**config.mk**
```make
export PLATFORM = sky130hd
export DESIGN_NAME = gcd_initiator
export DESIGN_NICKNAME = d
export VERILOG_FILES = /design/src/rtl/gcd_initiator.sv
export SDC_FILE = /design/constraint.sdc
export NUM_CORES = 1
export LEC_CHECK = 0
export ABC_CLOCK_PERIOD_IN_PS = 6200
export BUFFER_PORTS_ARGS = -buffer_cell sky130_fd_sc_hd__buf_2
export CAP_MARGIN = 20
export CELL_PAD_IN_SITES_DETAIL_PLACEMENT = 2
export CELL_PAD_IN_SITES_GLOBAL_PLACEMENT = 2
export CORE_MARGIN = 2
export CORE_UTILIZATION = 30
export CTS_BUF_LIST = sky130_fd_sc_hd__clkbuf_2
export DETAILED_ROUTE_END_ITERATION = 10
export PLACE_DENSITY = 0.81
export SLEW_MARGIN = 20
export SYNTH_ARGS = -nofsm -noshare
export SYNTH_HDL_FRONTEND = slang
export SYNTH_SLANG_ARGS = --single-unit
```
**constraint.sdc**
```tcl
create_clock -name clk_i -period 6.2 [get_ports clk_i]
set_clock_uncertainty 0.1 [all_clocks]
set_input_delay 1.24 -clock clk_i [delete_from_list [all_inputs] [get_ports clk_i]]
set_output_delay 1.24 -clock clk_i [all_outputs]
set_load 0.01 [all_outputs]
```
**src/rtl/gcd_initiator.sv**
```systemverilog
// gcd_initiator: takes jobs from a valid/ready stream, drives a start/busy/valid accelerator, returns results on a valid/ready stream.
// Optional define GCD_INIT_CHECK_EN: compare each result against the job's expected value and count mismatches.
module gcd_initiator #(
  parameter int unsigned WIDTH          = 32,
  parameter int unsigned TIMEOUT_CYCLES = 1024,
  parameter int unsigned CNT_WIDTH      = 16
) (
  input  logic                 clk_i,
  input  logic                 rst_i,
  input  logic                 job_valid_i,
  output logic                 job_ready_o,
  input  logic [WIDTH-1:0]     job_a_i,
  input  logic [WIDTH-1:0]     job_b_i,
  input  logic [WIDTH-1:0]     job_exp_i,
  output logic                 acc_start_o,
  output logic [WIDTH-1:0]     acc_a_o,
  output logic [WIDTH-1:0]     acc_b_o,
  input  logic                 acc_busy_i,
  input  logic                 acc_valid_i,
  input  logic [WIDTH-1:0]     acc_result_i,
  output logic                 res_valid_o,
  input  logic                 res_ready_i,
  output logic [WIDTH-1:0]     res_data_o,
  output logic                 res_match_o,
  output logic                 res_timeout_o,
  output logic [CNT_WIDTH-1:0] jobs_done_o,
  output logic [CNT_WIDTH-1:0] errors_o
);

  localparam int unsigned          TW      = $clog2(TIMEOUT_CYCLES + 1);
  localparam logic [TW-1:0]        TO_LAST = TW'(TIMEOUT_CYCLES - 1);
  localparam logic [CNT_WIDTH-1:0] CNT_MAX = {CNT_WIDTH{1'b1}};

  typedef enum logic [1:0] {
    ST_IDLE  = 2'd0,
    ST_ISSUE = 2'd1,
    ST_WAIT  = 2'd2,
    ST_RESP  = 2'd3
  } state_e;

  state_e               state_q;
  logic [WIDTH-1:0]     a_q;
  logic [WIDTH-1:0]     b_q;
  logic [WIDTH-1:0]     res_q;
  logic                 match_q;
  logic                 timeout_q;
  logic [TW-1:0]        to_cnt_q;
  logic [TW-1:0]        to_cnt_d;
  logic [CNT_WIDTH-1:0] done_q;
  logic [CNT_WIDTH-1:0] done_d;
  logic [CNT_WIDTH-1:0] err_q;
  logic [CNT_WIDTH-1:0] err_d;
  logic                 job_fire_s;
  logic                 start_s;
  logic                 match_cap_s;
  logic                 err_inc_s;

`ifdef GCD_INIT_CHECK_EN
  logic [WIDTH-1:0] exp_q;

  // Expected value travels with the operands of the job in flight.
  always_ff @(posedge clk_i or posedge rst_i) begin
    if (rst_i) begin
      exp_q <= {WIDTH{1'b0}};
    end else if (job_fire_s) begin
      exp_q <= job_exp_i;
    end else begin
      exp_q <= exp_q;
    end
  end

  assign match_cap_s = (acc_result_i == exp_q);
`else
  logic unused_exp_s;
  assign unused_exp_s = ^job_exp_i;
  assign match_cap_s  = 1'b1;
`endif

  // Ready is masked during reset because the reset state itself is IDLE.
  assign job_ready_o = (state_q == ST_IDLE) & ~rst_i;
  assign job_fire_s  = job_valid_i & job_ready_o;
  assign start_s     = (state_q == ST_ISSUE) & ~acc_busy_i;
  assign err_inc_s   = timeout_q | ~match_q;

  assign acc_start_o   = start_s;
  assign acc_a_o       = a_q;
  assign acc_b_o       = b_q;
  assign res_valid_o   = (state_q == ST_RESP);
  assign res_data_o    = res_q;
  assign res_match_o   = match_q;
  assign res_timeout_o = timeout_q;
  assign jobs_done_o   = done_q;
  assign errors_o      = err_q;

  // Saturating counter and timeout increments.
  always_comb begin
    to_cnt_d = to_cnt_q + TW'(1);
    done_d   = done_q;
    err_d    = err_q;
    if (done_q != CNT_MAX) begin
      done_d = done_q + CNT_WIDTH'(1);
    end else begin
      done_d = done_q;
    end
    if (err_inc_s && (err_q != CNT_MAX)) begin
      err_d = err_q + CNT_WIDTH'(1);
    end else begin
      err_d = err_q;
    end
  end

  // Job sequencing FSM with its datapath registers.
  always_ff @(posedge clk_i or posedge rst_i) begin
    if (rst_i) begin
      state_q   <= ST_IDLE;
      a_q       <= {WIDTH{1'b0}};
      b_q       <= {WIDTH{1'b0}};
      res_q     <= {WIDTH{1'b0}};
      match_q   <= 1'b0;
      timeout_q <= 1'b0;
      to_cnt_q  <= {TW{1'b0}};
      done_q    <= {CNT_WIDTH{1'b0}};
      err_q     <= {CNT_WIDTH{1'b0}};
    end else begin
      case (state_q)
        ST_IDLE: begin
          if (job_fire_s) begin
            a_q     <= job_a_i;
            b_q     <= job_b_i;
            state_q <= ST_ISSUE;
          end
        end
        ST_ISSUE: begin
          if (start_s) begin
            to_cnt_q <= {TW{1'b0}};
            state_q  <= ST_WAIT;
          end
        end
        ST_WAIT: begin
          // A valid in the expiry cycle still wins over the timeout.
          if (acc_valid_i) begin
            res_q     <= acc_result_i;
            match_q   <= match_cap_s;
            timeout_q <= 1'b0;
            state_q   <= ST_RESP;
          end else if (to_cnt_q == TO_LAST) begin
            res_q     <= {WIDTH{1'b0}};
            match_q   <= 1'b0;
            timeout_q <= 1'b1;
            state_q   <= ST_RESP;
          end else begin
            to_cnt_q <= to_cnt_d;
          end
        end
        ST_RESP: begin
          if (res_ready_i) begin
            done_q  <= done_d;
            err_q   <= err_d;
            state_q <= ST_IDLE;
          end
        end
        default: begin
          state_q <= ST_IDLE;
        end
      endcase
    end
  end

endmodule

```
==> results.py <==
metrics = {
    "worst_hold_path": {
        "whs_path_depth": 1,
        "min_path_type": "reg -> reg",
        "worstHoldEndpoint": "errors_o[11]",
        "hp-start": "errors_o[11]",
    },
    "route": {
        "first_pass_iters": 4,
        "drt-initial-drc-count": 190,
        "routed_wl_mm": 18.0,
        "drt-vias-per-instance": 4.75,
        "wl_per_cell_um": 18.8,
        "drc": 0,
        "postRouteAntennaNets": 0,
        "vias": 4536,
    },
    "pwr": {
        "power_density_nw_per_um2": 433,
        "pwr-share-seq_pct": 45.5,
        "ir_drop_uv": 123,
        "intPower_w": 0.00203,
        "comb_power_share_pct": 38.4,
        "leakage_nw": 3.84,
        "power.share.clock_pct": 16.1,
        "p_sw_w": 0.00125,
        "switching_share_pct": 38.1,
    },
    "floorplanning": {
        "die_height_um": 144,
        "num_rows": 51,
        "core_area_um2": 19300,
        "start_util_pct": 30.3,
        "dieWidth_um": 144,
        "num_io_pins": 267,
        "dieArea_um2": 20700,
    },
    "yosys": {
        "ys_seq_elements": 143,
        "synth_mux_area_share_pct": 13.1,
        "syn_inst": 437,
        "synth-compound-area-share_pct": 8.59,
        "ys.flop_type": "dfrtp_1",
        "syn_nets": 579,
        "synth_area_per_cell_um2": 13.4,
        "synth_area_um2": 5870,
        "synth-warning-count": 0,
        "synthXorXnorAreaFrac_pct": 4.33,
        "synth_edf_count": 0,
        "synth_top_family_by_area": "multiplexers",
        "async_reset_ff_share_pct": 100,
        "synth_fa_ha_area_share_pct": 1.71,
        "yosysSeqAreaShare_pct": 61.0,
        "synth_cell_types": 45,
        "synth-simple-area-share_pct": 9.36,
    },
    "clocking": {
        "holdBufCountCts": 0,
        "cts_tree": "built",
        "cts_buffer_depth": 2,
        "clkTransAtPathRegs_ps": 220,
        "numCtsBuffers": 17,
        "post-cts-setup-buffer-count": 0,
        "ctsHtreeMaxLevel": 4,
        "cts_root_buf": "clkbuf_2",
        "cts.sinks": 143,
        "cts-resized-gates": 0,
        "clk_latency_ps": 710,
    },
    "timing": {
        "post-route-min-period_ps": 3190,
        "slew_headroom_pct": 41.2,
        "setup_viol": 0,
        "rsz0062_at_grt": "false",
        "period_share_pct": 51.5,
        "clock.fmax_mhz": 313,
        "maxSlewViolCount": 0,
        "worst_pin_slew_ps": 879,
        "hold_viol": 0,
        "finalSetupTns_ps": 0,
        "fin_ws_ps": 3010,
    },
    "grt": {
        "grt_max_degree": 90,
        "grt_usage_pct": 17.5,
        "grt_pass1_wl_mm": 27.9,
        "grt_pass1_vias": 5063,
        "grt_overflow": 0,
        "antenna_found_initial": 1,
    },
    "worst_setup_path": {
        "criticalPathCategory": "reg -> out",
        "critPathArrivalTime_ps": 1850,
        "cp.required_ps": 4860,
        "cp-end-kind": "primary output",
        "startpoint_type": "register",
        "r2r_cells": 7,
        "reg2reg_from": "state_q[0]",
        "path_max_fanout": 4,
        "reg2reg_to": "to_cnt_q[6]",
        "r2r_slack_ps": 3490,
    },
    "cells_and_area": {
        "layout-drive-gt1-share_pct": 50.1,
        "final_core_util_pct": 39.1,
        "fin_area_um2": 7560,
        "fillers": 2064,
        "area_growth_pct": 28.8,
        "nets": 818,
    },
    "place": {
        "gp_congestion": 0.800,
        "place_ws_ps": 2720,
        "post-dp-hpwl_mm": 13.5,
        "place_area_um2": 7330,
        "port_buffers": 234,
    },
    "status": {
        "status": "finished, final reports clean",
    },
    "job": {
        "max_cap_viol_count": 0,
    },
}
## critical path: stages (launching register included)
cell	delay, ps
dfrtp_1	470
inv_1	120
ha_1	270
nor2b_1	150
buf_2	140
## registers in the layout (all words and copies together) (netlist names)
name / flops
acc_a_o: 32
acc_b_o: 32
errors_o: 16
jobs_done_o: 16
res_data_o: 32
res_match_o: 1
res_timeout_o: 1
state_q: 2
to_cnt_q: 11
## routing by layer
layer,up-vias,GRT usage (%),part of all wire [%]
li1,2048,-,-
met1,2309,19.7,39
met4,0,6.24,1.9
met2,152,31.7,53
met5,-,0,0
met3,27,4.77,6.2
## stage by stage
step           hold WS [ps]  power, W  std cells
6_report                410   0.00327        955
5_1_grt                 438   0.00352        955
2_1_floorplan           368   0.00219        437
4_1_cts                 415   0.00333        954
3_3_place_gp            367   0.00267        922
3_5_place_dp            381   0.00280        922
## worst max-delay path by stage
stage / start / endpoint / slack (ps) / depth (start not counted)
floorplan: rst_i / state_q[1] / 550 / 5
global placement: rst_i / state_q[1] / 2900 / 6
detailed placement: rst_i / state_q[1] / 2720 / 6
CTS: state_q[1] / acc_start_o / 2880 / 4
global route: state_q[1] / job_ready_o / 2780 / 4
finish: state_q[1] / acc_start_o / 3010 / 4
## placed cells by master (no fill, tap or decap), drive strengths merged, types with 3 or more instances in the layout
cell type,synthesis,routed
xnor2,16,16
nand2b,3,3
nor2b,4,4
mux2,68,68
a22o,32,32
and2,6,6
nand2,19,19
nand4,8,8
xor2,13,13
buf,10,237
clkinv,0,6
and4,5,5
dfrtp,143,143
o21ai,12,12
inv,10,15
ha,8,8
nor3,9,9
and3,6,6
clkbuf,7,18
nor4,3,3
nand3,19,19
nor2,11,11
a21oi,4,4
## area by class of cell
cell class / instances / area [um^2] / share of cell area (%)
clock inverters: 14 / 131 / 1.74
well taps: 265 / 332 / 4.39
flip-flops and latches: 143 / 3580 / 47.4
diodes: 1 / 2.50 / 0.0331
multi-input cells: 267 / 2190 / 28.9
inverters: 10 / 42.5 / 0.563
clock buffers: 18 / 90.1 / 1.19
repair buffers: 237 / 1190 / 15.8
## Yosys cell counts, types with 10 or more instances
master	number	area share, %
a22o_1	32	4.8
dfrtp_1	143	61
inv_1	10	0.64
mux2_2	68	13
nand2_1	19	1.2
nand3_1	17	1.5
nor2_1	11	0.70
o21ai_0	11	0.94
xnor2_1	16	2.4
xor2_1	13	1.9
## power groups by stage
stage               logic, W  clock network, W  registers [W]
finish               0.00126          0.000527        0.00149
global route         0.00139          0.000592        0.00154
CTS                  0.00129          0.000552        0.00149
detailed placement   0.00128                 0        0.00152
global placement     0.00120                 0        0.00147
floorplan           0.000548                 0        0.00164
## kinds of logic after synthesis
group,after synthesis
flops,143
compound gates,64
fa+ha+maj,8
buf+inv,27
simple gates,98
xor+xnor,29
mux,68
Note: power is estimated with default switching activity, not from simulation.
